$ cat config.mk
export PLATFORM = sky130hd
export DESIGN_NAME = multicycle_control
export DESIGN_NICKNAME = d
export VERILOG_FILES = /design/src/rtl/multicycle_control.sv
export SDC_FILE = /design/constraint.sdc
export NUM_CORES = 1
export LEC_CHECK = 0
export ABC_AREA = 1
export BUFFER_PORTS_ARGS = -buffer_cell sky130_fd_sc_hd__buf_2
export CAP_MARGIN = 5
export CORE_MARGIN = 3
export CORE_UTILIZATION = 50
export CTS_CLUSTER_DIAMETER = 120
export CTS_CLUSTER_SIZE = 30
export DETAILED_ROUTE_END_ITERATION = 7
export GPL_TIMING_DRIVEN = 1
export PLACE_DENSITY = 0.79
export SLEW_MARGIN = 10
export SYNTH_ARGS = -nofsm -noshare
export SYNTH_HDL_FRONTEND = slang
export SYNTH_SLANG_ARGS = --single-unit
$ cat constraint.sdc
create_clock -name clock -period 3.25 [get_ports clock]
set_clock_uncertainty 0.15 [all_clocks]
set_input_delay 0.65 -clock clock [delete_from_list [all_inputs] [get_ports clock]]
set_output_delay 0.65 -clock clock [all_outputs]
set_load 0.005 [all_outputs]
$ cat src/rtl/multicycle_control.sv
// Multi-cycle control FSM for the 16-bit, 4-register MIPS datapath.
// Sequences fetch/decode/execute/memory/writeback, counts retired instructions, halts on illegal opcodes.
module multicycle_control #(
  parameter int CNT_W = 16
) (
  input  logic             clock,
  input  logic             reset_n,
  input  logic [3:0]       opcode,
  input  logic             zero,
  input  logic             mem_ready,
  output logic             pc_write,
  output logic             ir_write,
  output logic             i_or_d,
  output logic             mem_read,
  output logic             mem_write,
  output logic             mem_to_reg,
  output logic             reg_dst,
  output logic             reg_write,
  output logic             alu_src_a,
  output logic [1:0]       alu_src_b,
  output logic [2:0]       alu_op,
  output logic [1:0]       pc_source,
  output logic [3:0]       state,
  output logic             instr_done,
  output logic [CNT_W-1:0] instr_count,
  output logic             illegal
);

  typedef enum logic [3:0] {
    FETCH     = 4'd0,
    DECODE    = 4'd1,
    MEM_ADDR  = 4'd2,
    MEM_READ  = 4'd3,
    MEM_WB    = 4'd4,
    MEM_WRITE = 4'd5,
    EXECUTE   = 4'd6,
    R_WB      = 4'd7,
    BRANCH    = 4'd8,
    HALT      = 4'd15
  } state_t;

  localparam logic [3:0] OP_ADD  = 4'b0000;
  localparam logic [3:0] OP_SUB  = 4'b0001;
  localparam logic [3:0] OP_AND  = 4'b0010;
  localparam logic [3:0] OP_OR   = 4'b0011;
  localparam logic [3:0] OP_ADDI = 4'b0100;
  localparam logic [3:0] OP_LW   = 4'b0101;
  localparam logic [3:0] OP_SW   = 4'b0110;
  localparam logic [3:0] OP_SLT  = 4'b0111;
  localparam logic [3:0] OP_BEQ  = 4'b1000;
  localparam logic [3:0] OP_BNE  = 4'b1001;

  state_t             state_q, state_d;
  logic [CNT_W-1:0]   instr_count_q, instr_count_d;
  logic               illegal_q, illegal_d;

  logic pc_write_c, ir_write_c, mem_read_c, mem_write_c, reg_write_c, done_c;

  always_ff @(posedge clock or negedge reset_n) begin
    if (!reset_n) begin
      state_q       <= FETCH;
      instr_count_q <= '0;
      illegal_q     <= 1'b0;
    end else begin
      state_q       <= state_d;
      instr_count_q <= instr_count_d;
      illegal_q     <= illegal_d;
    end
  end

  always_comb begin
    state_d     = state_q;
    pc_write_c  = 1'b0;
    ir_write_c  = 1'b0;
    mem_read_c  = 1'b0;
    mem_write_c = 1'b0;
    reg_write_c = 1'b0;
    done_c      = 1'b0;
    i_or_d      = 1'b0;
    mem_to_reg  = 1'b0;
    reg_dst     = 1'b0;
    alu_src_a   = 1'b0;
    alu_src_b   = 2'b00;
    alu_op      = 3'b000;
    pc_source   = 2'b00;

    case (state_q)
      FETCH: begin
        mem_read_c = 1'b1;
        alu_src_b  = 2'b01;
        alu_op     = 3'b010;
        if (mem_ready) begin
          ir_write_c = 1'b1;
          pc_write_c = 1'b1;
          state_d    = DECODE;
        end
      end
      DECODE: begin
        alu_src_b = 2'b11;
        alu_op    = 3'b010;
        case (opcode)
          OP_ADD, OP_SUB, OP_AND, OP_OR, OP_SLT, OP_ADDI: state_d = EXECUTE;
          OP_LW, OP_SW:                                   state_d = MEM_ADDR;
          OP_BEQ, OP_BNE:                                 state_d = BRANCH;
          default:                                        state_d = HALT;
        endcase
      end
      EXECUTE: begin
        alu_src_a = 1'b1;
        state_d   = R_WB;
        if (opcode == OP_ADDI) begin
          alu_src_b = 2'b10;
          alu_op    = 3'b010;
        end else begin
          case (opcode)
            OP_SUB:  alu_op = 3'b110;
            OP_AND:  alu_op = 3'b000;
            OP_OR:   alu_op = 3'b001;
            OP_SLT:  alu_op = 3'b111;
            default: alu_op = 3'b010;
          endcase
        end
      end
      R_WB: begin
        reg_write_c = 1'b1;
        reg_dst     = (opcode != OP_ADDI);
        done_c      = 1'b1;
        state_d     = FETCH;
      end
      MEM_ADDR: begin
        alu_src_a = 1'b1;
        alu_src_b = 2'b10;
        alu_op    = 3'b010;
        state_d   = (opcode == OP_LW) ? MEM_READ : MEM_WRITE;
      end
      MEM_READ: begin
        mem_read_c = 1'b1;
        i_or_d     = 1'b1;
        if (mem_ready) state_d = MEM_WB;
      end
      MEM_WB: begin
        reg_write_c = 1'b1;
        mem_to_reg  = 1'b1;
        done_c      = 1'b1;
        state_d     = FETCH;
      end
      MEM_WRITE: begin
        mem_write_c = 1'b1;
        i_or_d      = 1'b1;
        if (mem_ready) begin
          done_c  = 1'b1;
          state_d = FETCH;
        end
      end
      BRANCH: begin
        alu_src_a  = 1'b1;
        alu_op     = 3'b110;
        pc_source  = 2'b01;
        pc_write_c = (opcode == OP_BEQ) ? zero : ~zero;
        done_c     = 1'b1;
        state_d    = FETCH;
      end
      HALT: state_d = HALT;
      default: state_d = FETCH;
    endcase
  end

  // Strobes are gated by reset so nothing can commit while reset is held.
  assign pc_write   = pc_write_c  & reset_n;
  assign ir_write   = ir_write_c  & reset_n;
  assign mem_read   = mem_read_c  & reset_n;
  assign mem_write  = mem_write_c & reset_n;
  assign reg_write  = reg_write_c & reset_n;
  assign instr_done = done_c      & reset_n;

  assign instr_count_d = instr_count_q + {{(CNT_W-1){1'b0}}, done_c};
  assign illegal_d     = illegal_q | (state_d == HALT);

  assign state       = state_q;
  assign instr_count = instr_count_q;
  assign illegal     = illegal_q;

endmodule

# Word-level counts from Yosys, hierarchy flattened
# Memories as Yosys holds them, arrays and structs flattened.
# Index checks and enable logic that the tools add are counted.
dict set report classes {
  add_sub_neg 1
  eq_ne 18
  mux 23
  bitwise_logic 8
  reduce_logical 7
}
# cell count
set op_table {}
lappend op_table {{$eq 4x3->1 const B} 7}
lappend op_table {{$pmux 4 s7} 1}
lappend op_table {{$add 16x1->16} 1}
lappend op_table {{$eq 4x2->1 const B} 4}
lappend op_table {{$eq 4x4->1 const B} 4}
lappend op_table {{$mux 4} 3}
lappend op_table {{$pmux 3 s4} 1}
lappend op_table {{$mux 1} 11}
lappend op_table {{$pmux 3 s3} 1}
lappend op_table {{$reduce_or 3->1} 3}
lappend op_table {{$eq 4x1->1 const B} 2}
lappend op_table {{$pmux 2 s4} 1}
lappend op_table {{$and 1x1->1} 6}
lappend op_table {{$mux 3} 2}
lappend op_table {{$reduce_or 2->1} 3}
lappend op_table {{$logic_not 4->1} 1}
lappend op_table {{$ne 4x3->1 const B} 1}
lappend op_table {{$pmux 1 s2} 2}
lappend op_table {{$mux 2} 1}
lappend op_table {{$not 1->1} 1}
lappend op_table {{$or 1x1->1} 1}
dict set report word_totals {
  reg_bits 21
  rom_bits 64
  inputBits 8
  output_inout_bits 38
  elab_cells 61
  mem_count 1
}
# name depth word_bits read_ports rd_ports_with_merged_regs write_ports line_no
set mem_list {}
lappend mem_list {{(name not given)} 16 4 1 0 0 101} ;# case (opcode)

# Logic depth before layout (Yosys ltp)
# Gate-level depths: netlist of the first run.
dict set report logic_depth {
  word_depth 5
  depth_mapped 13
  mapped_depth_nobuf 13
}

# Worst setup path before layout of the first run
# OpenSTA, ideal clock, no wires.
dict set report synth_timing {
  kind {flip-flop to flip-flop}
  start {register state_q[1] (netlist: state[1])}
  end {register instr_count_q[10] (netlist: instr_count[10])}
  setup_ns 0.117
  arrival_time_ns 1.866
  required_ns 2.983
  slack_ns 1.117
  stages_incl_launch_ff 13
  n_path_buf 0
  period_less_slack_ns 2.133
  path_cell_list {dfrtp_1 > nor2_2 > nand3_1 > nand3_1 > ha_1 > ha_1 > nand3_1 > inv_1 > nand3_1 > nor2_1 > nand3_1 > nand2_1 > nand2_1}
}
dict set report synth_via {
  elab_chain_cells 4
  word_cells_on_any_way 7
  cone_classes {1 x add/sub; 4 x eq/ne; 1 x mux; 1 x reduce/logical}
}
# element line_no
set synth_rtl {}
lappend synth_rtl {{start: declaration} 53} ;# state_t state_q, state_d;
lappend synth_rtl {{start signal: assignment} 65} ;# state_q <= state_d;
lappend synth_rtl {{$eq 4x4->1 / $eq 4x3->1 (equally long branches)} 87} ;# case (state_q)
lappend synth_rtl {{$reduce_or 3->1 (no source line)} -}
lappend synth_rtl {{$pmux 1 s2 *} 87}
lappend synth_rtl {{$add 16x1->16 *} 176} ;# assign instr_count_d = instr_count_q + {{(CNT_W-1){1'b0}}, done_c};
lappend synth_rtl {{named net instr_count_d[10]} 54} ;# logic [CNT_W-1:0] instr_count_q, instr_count_d;
lappend synth_rtl {{end signal: assignment} 66} ;# instr_count_q <= instr_count_d;
lappend synth_rtl {{end: declaration} 54}
# Mark *: on every way through the listed nets, which the timed path passes. The rest lies on a longest branch.

# Final worst setup path of the first run
dict set report layout_timing {
  start {register state_q[1] (netlist: state[1])}
  end {output pc_write}
}
dict set report layout_via {
  elab_chain_cells 3
  word_cells_on_any_way 4
  cone_classes {1 x eq/ne; 1 x mux; 1 x bitwise; 1 x reduce/logical}
}
# element line_no
set layout_rtl {}
lappend layout_rtl {{$eq 4x4->1 / $logic_not 4->1 (equally long branches)} 87}
lappend layout_rtl {{$pmux 1 s2 *} 87}
lappend layout_rtl {{$and 1x1->1 *} 169} ;# assign pc_write = pc_write_c & reset_n;
lappend layout_rtl {{end: declaration} 11} ;# output logic pc_write,
# Every way passes the cells marked *; elsewhere a longest branch is shown, timed or not.

==> impl_results.md, run 1 <==
* Initial Utilization at 54.0%
* CTS resizes at 0
* Total GRT Usage at 18.6%
* Ys async rst share at 100%
* MaxCap Viol Count at 0
* Clk slew on worst S/H paths at 110 ps
* Post-CTS Hold Buffers at 0
* Post-Syn Instances at 178
* Detailed placement HPWL at 2340 um
* Seq pwr share at 63.5%
* Initial DRC count at 42
* H-tree depth at 1
* GRT overflow at 0
* Worst skew pair latency at 310 ps
* Fmax at 408 MHz
* Req. time, crit path at 2450 ps
* Critical path arrival at 1650 ps
* Post-route DRC at 0
* Synthesized cell area at 1360 sq um
* Vias in the first global route at 1131
* DR vias/cell at 5.03
* TritonRoute pass-1 iters at 4
* Chip height at 58.2 um
* FP Rows at 18
* Full die area at 3380 sq um
* Final TNS setup at 0 ps
* Die outline width at 58.2 um
* Count leader, synth: nand2_1
* Via count at 1283
* Hold Crit Class: input port to async pin
* Pwr/cell area at 251 nW/um^2
* Crit share post-route at 75.4%
* Layout cells sized above 1 at 30.7%
* #FFs+latches synth at 21
* Worst hold slack at 124 ps
* Synth area leaders: dfrtp_1 39%, nand2_1 11%, nand3_1 7.7%
* Net Sw Power at 0.0966 mW
* TritonCTS clock tree: yes
* CORE AREA at 2520 sq um
* Routed len/inst at 11.3 um
* First-pass GRT wire length at 4820 um
* Crit. End Element: output port
* CP Max Fanout at 6
* Max Root-Sink Buffers at 2
* YS warnings at 0
* Switch share at 23.5%
* Leakage at 0.965 nW
* Nets@finish at 240
* Root buffer cell: clkbuf_4
* Pin count of the biggest net entering global routing at 23
* IO Pins at 46
* Area Growth Syn to Fin at 20.4%
* Yosys cell types at 26
* CTS buffer count at 3
* RSZ-0062 raised after global routing: no
* Fill count at 246
* # port buffers at 44
* Post-synth top cells: 39 x nand2_1, 21 x dfrtp_1, 21 x nand3_1
* CP Class: flip-flop to output port
* Diode count at 0
* Mapped Avg Cell Area at 7.65 sq um
* Gate power share at 6.0%
* DRT antenna net count at 0
* Startpoint types: flip-flop
* Dominant synthesized flop cell: dfrtp_1
* Initial antenna violation count at 0
* Routed wire length at 2880 um
* Max-slew violation count at 0
* Internal power at 0.315 mW
* Clock Sink Count at 21
* Overall power at 0.411 mW
* Syn nets at 192
* Number of synthesized flops with an enable pin at 0
* Sequential-to-total area share from yosys stat at 38.6%
* Final number of setup-violating endpoints at 0
* Synth top area share at 38.6%
* RePlAce Congestion at 0.793
* Outcome: complete, no violations
* Minimum clock period at 2450 ps
* Worst vdd ir at 216 uV
* Synth area leader: dfrtp_1
* # Post-CTS Setup Buffers at 0
* Clk pwr share at 30.5%
* Endpoints failing hold at 0
-- cell usage in the layout, fill, tap and decap left out, drive strengths merged, types with 6 or more instances in the layout --
cell type  count
xor2           8
nor2          27
nand2         41
inv           25
buf           44
dfrtp         21
nand3         22
ha             6
-- worst max-delay path, cell delays in order (launching register included) --
cell,delay [ps]
dfrtp_1,460
nor2_2,220
nand3_1,230
inv_2,110
nand3_1,90
a21oi_1,120
buf_2,130
-- registers in the layout (all words and copies together), names as in the netlist --
name / cells
instr_count: 16
state: 4
illegal: 1
-- layer usage --
metal  global-route usage, %  vias up  wire [um]
li1                        -      658          -
met1                    24.3      581       1290
met2                    29.5       40       1340
met5                       0        -          0
met3                    2.67        4        179
met4                    9.93        0         65
-- metrics by stage --
step	instances	instance area, sq um	worst slack (ps)	util, %
after floorplan	178	1360	1120	-
after global placement	251	1610	819	63.9
after detailed placement	251	1610	822	63.9
after CTS	255	1640	787	65.0
after global routing	255	1640	570	65.0
final	255	1640	799	65.0
-- area by class of cell --
| class | count | area, sq um | area share (%) |
|---|---|---|---|
| clock buffer | 3 | 22.5 | 1.37 |
| clock inverter | 1 | 5.00 | 0.305 |
| inverter | 25 | 93.8 | 5.73 |
| multi-input combinational | 131 | 734 | 44.8 |
| sequential | 21 | 526 | 32.1 |
| tap | 30 | 37.5 | 2.29 |
| timing repair buffer | 44 | 220 | 13.4 |
-- worst paths after layout --
path,depth (start not counted),endpoint,slack [ps],from
setup reg to reg,12,instr_count[10],830,state[1]
min in group clock,2,illegal,340,illegal
max in group asynchronous,1,state[1],2510,reset_n
hold reg to reg,2,illegal,340,illegal
hold / removal,1,instr_count[8],120,reset_n
setup / recovery,6,pc_write,800,state[1]
-- cells by family after synthesis --
group / Yosys count / synth area share (%)
xor+xnor: 12 / 7.72
buf+inv: 26 / 7.45
fa+ha+maj: 6 / 5.51
simple gates: 100 / 35.7
other cells: 1 / 0.275
compound gates: 12 / 4.78
flops: 21 / 38.6
-- power by group through the flow --
stage | clock, mW | sequential (mW) | combinational [mW]
after global placement | 0 | 0.266 | 0.0249
after CTS | 0.131 | 0.261 | 0.0252
after floorplan | 0 | 0.266 | 0.0120
final | 0.125 | 0.261 | 0.0248
after detailed placement | 0 | 0.266 | 0.0252
after global routing | 0.141 | 0.261 | 0.0288
No activity file was read; power rests on OpenSTA's default activity.
==> inputs of run 2 (changes only) <==
--- a/config.mk
+++ b/config.mk
@@ -9,12 +9,12 @@
 export BUFFER_PORTS_ARGS = -buffer_cell sky130_fd_sc_hd__buf_2
 export CAP_MARGIN = 5
 export CORE_MARGIN = 3
-export CORE_UTILIZATION = 50
+export CORE_UTILIZATION = 45
 export CTS_CLUSTER_DIAMETER = 120
 export CTS_CLUSTER_SIZE = 30
 export DETAILED_ROUTE_END_ITERATION = 7
 export GPL_TIMING_DRIVEN = 1
-export PLACE_DENSITY = 0.79
+export PLACE_DENSITY = 0.76
 export SLEW_MARGIN = 10
 export SYNTH_ARGS = -nofsm -noshare
 export SYNTH_HDL_FRONTEND = slang
==> constraint.sdc (replaced) <==
create_clock -name clock -period 2.2 [get_ports clock]
set_clock_uncertainty 0.15 [all_clocks]
set_input_delay 0.44 -clock clock [delete_from_list [all_inputs] [get_ports clock]]
set_output_delay 0.44 -clock clock [all_outputs]
set_load 0.005 [all_outputs]
==> impl_results.md, run 2 (synthesis results as in run 1) <==
* Worst Hold Endpoint: illegal
* Switch share at 22.5% (was 23.5%)
* RR Startpoint: state[0] (was state[1])
* DR vias/cell at 4.99 (was 5.03)
* # port buffers at 44 (unchanged)
* Overall power at 0.606 mW (was 0.411 mW)
* Clk slew on worst S/H paths at 110 ps (about the same)
* Die outline width at 61 um (was 58.2 um)
* Minimum clock period at 2120 ps
* CP Class: flip-flop to output port (unchanged)
* RePlAce Congestion at 0.833 (was 0.793)
* Worst vdd ir at 191 uV (was 216 uV)
* Full die area at 3720 sq um (was 3380 sq um)
* Max Root-Sink Buffers at 2 (unchanged)
* MaxCap Viol Count at 0 (unchanged)
* Final number of setup-violating endpoints at 0 (unchanged)
* FP Rows at 19 (was 18)
* Core Util, Final at 64.5% (was 65.0%)
* Internal power at 0.470 mW (was 0.315 mW)
* Routed wire length at 3320 um (was 2880 um)
* Gate power share at 6.9% (was 6.0%)
* Commonest cells after routing, fill and taps aside: 44 x buf_2, 38 x nand2_1, 19 x dfrtp_1, 17 x nand3_1, 16 x nor2_1 (was 44 x buf_2, 39 x nand2_1, 21 x nand3_1, 21 x dfrtp_1, 18 x nor2_1)
* Req. time, crit path at 1610 ps (was 2450 ps)
* Max reg flops at 16 (unchanged)
* Seq pwr share at 63.6% (was 63.5%)
* Detailed placement HPWL at 2550 um (was 2340 um)
* Final TNS setup at 0 ps (unchanged)
* TritonCTS clock tree: yes (unchanged)
* Startpoint types: flip-flop (unchanged)
* Leakage at 1.04 nW (was 0.965 nW)
* GRT overflow at 0 (unchanged)
* Initial antenna violation count at 0 (unchanged)
* DRT antenna net count at 0 (unchanged)
* Min-delay src: illegal
* Worst skew pair latency at 290 ps (was 310 ps)
* Fmax at 471 MHz
* R2r worst-path depth at 12 (unchanged)
* Clock Sink Count at 21 (unchanged)
* Nets@finish at 256 (was 240)
* Hold Crit Class: flip-flop to flip-flop (was input port to async pin)
* Crit. End Element: output port (unchanged)
* Diode count at 0 (unchanged)
* Layout cells sized above 1 at 40.7% (was 30.7%)
* Commonest non-fill, non-tap cell in the layout: buf_2 (unchanged)
* Critical path arrival at 1530 ps (was 1650 ps)
* Pwr/cell area at 332 nW/um^2 (was 251 nW/um^2)
* CORE AREA at 2830 sq um (was 2520 sq um)
* CTS buffer count at 3 (unchanged)
* Pin count of the biggest net entering global routing at 22 (was 23)
* First-pass GRT wire length at 5180 um (was 4820 um)
* CP Max Fanout at 5 (was 6)
* Post-route DRC at 0 (unchanged)
* Total GRT Usage at 18.3% (was 18.6%)
* Chip height at 61 um (was 58.2 um)
* Net Sw Power at 0.136 mW (was 0.0966 mW)
* Worst hold slack at 323 ps (was 124 ps)
* Initial Utilization at 48.1% (was 54.0%)
* Root buffer cell: clkbuf_4 (unchanged)
* Hold depth at 2
* Endpoints failing hold at 0 (unchanged)
* H-tree depth at 1 (unchanged)
* Reg2Reg Capture Point: instr_count[10] (unchanged)
* IO Pins at 46 (unchanged)
* Area Growth Syn to Fin at 34.0% (was 20.4%)
* Routed len/inst at 12.2 um (was 11.3 um)
* Initial DRC count at 49 (was 42)
* Worst R2R Setup Slack at 120 ps (was 830 ps)
* Crit share post-route at 96.6%
* TritonRoute pass-1 iters at 5 (was 4)
* Max-slew violation count at 0 (unchanged)
* Vias in the first global route at 1231 (was 1131)
* Via count at 1357 (was 1283)
* Outcome: complete, no violations (unchanged)
* RSZ-0062 raised after global routing: yes (was no)
* Clk pwr share at 29.5% (was 30.5%)
run 2: cell types whose count changed in the layout (fill, tap and decap cells not counted), sizes merged:
| cell | change |
|---|---|
| clkinv | -1 |
| dlygate4sd3 | +1 |
| buf | +15 |
| clkbuf | +1 |
run 2: how the worst max path moves through the flow:
| stage | start | to | cells past startpoint | slack, ps |
|---|---|---|---|---|
| 2_1_floorplan | state[1] | instr_count[10] | 12 | 70 |
| 6_report | state[0] | pc_write | 7 | 80 |
| 4_1_cts | state[0] | instr_count[10] | 13 | 20 |
| 3_3_place_gp | state[0] | instr_count[10] | 13 | 130 |
| 3_5_place_dp | state[1] | instr_count[14] | 11 | -5 |
| 5_1_grt | state[0] | instr_count[10] | 12 | -80 |
run 2: cell type report:
type	count	area, sq um
Inverter	25	93.8
Sequential cell	21	528
Clock buffer	4	26.3
Multi-Input combinational cell	131	787
Timing Repair Buffer	60	350
Tap cell	31	38.8
Fill cell	248	1000
run 2: power groups by stage:
| stage | registers, mW | clock network (mW) | logic [mW] |
|---|---|---|---|
| 6_report | 0.386 | 0.179 | 0.0417 |
| 5_1_grt | 0.386 | 0.198 | 0.0481 |
| 4_1_cts | 0.386 | 0.186 | 0.0412 |
| 3_5_place_dp | 0.393 | 0 | 0.0399 |
| 3_3_place_gp | 0.393 | 0 | 0.0388 |
| 2_1_floorplan | 0.393 | 0 | 0.0178 |
run 2: routing by layer:
layer / global-route usage (%) / wire length [um] / vias up
met2: 31.0 / 1690 / 49
met4: 4.64 / 21 / 0
met3: 3.19 / 146 / 2
met1: 24.1 / 1460 / 616
met5: 0 / 0 / -
li1: - / - / 690
run 2: timing repair:
| item | CTS | global route |
|---|---|---|
| endpoints found under the hold margin | 21 | 0 |
| pin swaps | 1 | 4 |
| setup endpoints to repair | 3 | 8 |
| gates resized for setup | 2 | 18 |
| hold buffers | 1 | 0 |
| buffers inserted | 3 | 4 |
run 2: through the flow:
| step | setup slack (ps) | instance area, sq um | cells |
|---|---|---|---|
| 3_5_place_dp | -4.94 | 1670 | 260 |
| 6_report | 75.7 | 1820 | 272 |
| 2_1_floorplan | 66.8 | 1360 | 178 |
| 4_1_cts | 18.3 | 1730 | 268 |
| 3_3_place_gp | 126 | 1670 | 260 |
| 5_1_grt | -76.6 | 1820 | 272 |
run 2: worst max-delay path: stages (launching register included):
cell	delay (ps)
dfrtp_2	480
nor2_4	170
buf_6	120
nand2_2	60
nor2_2	110
inv_2	60
a21oi_2	120
buf_2	120
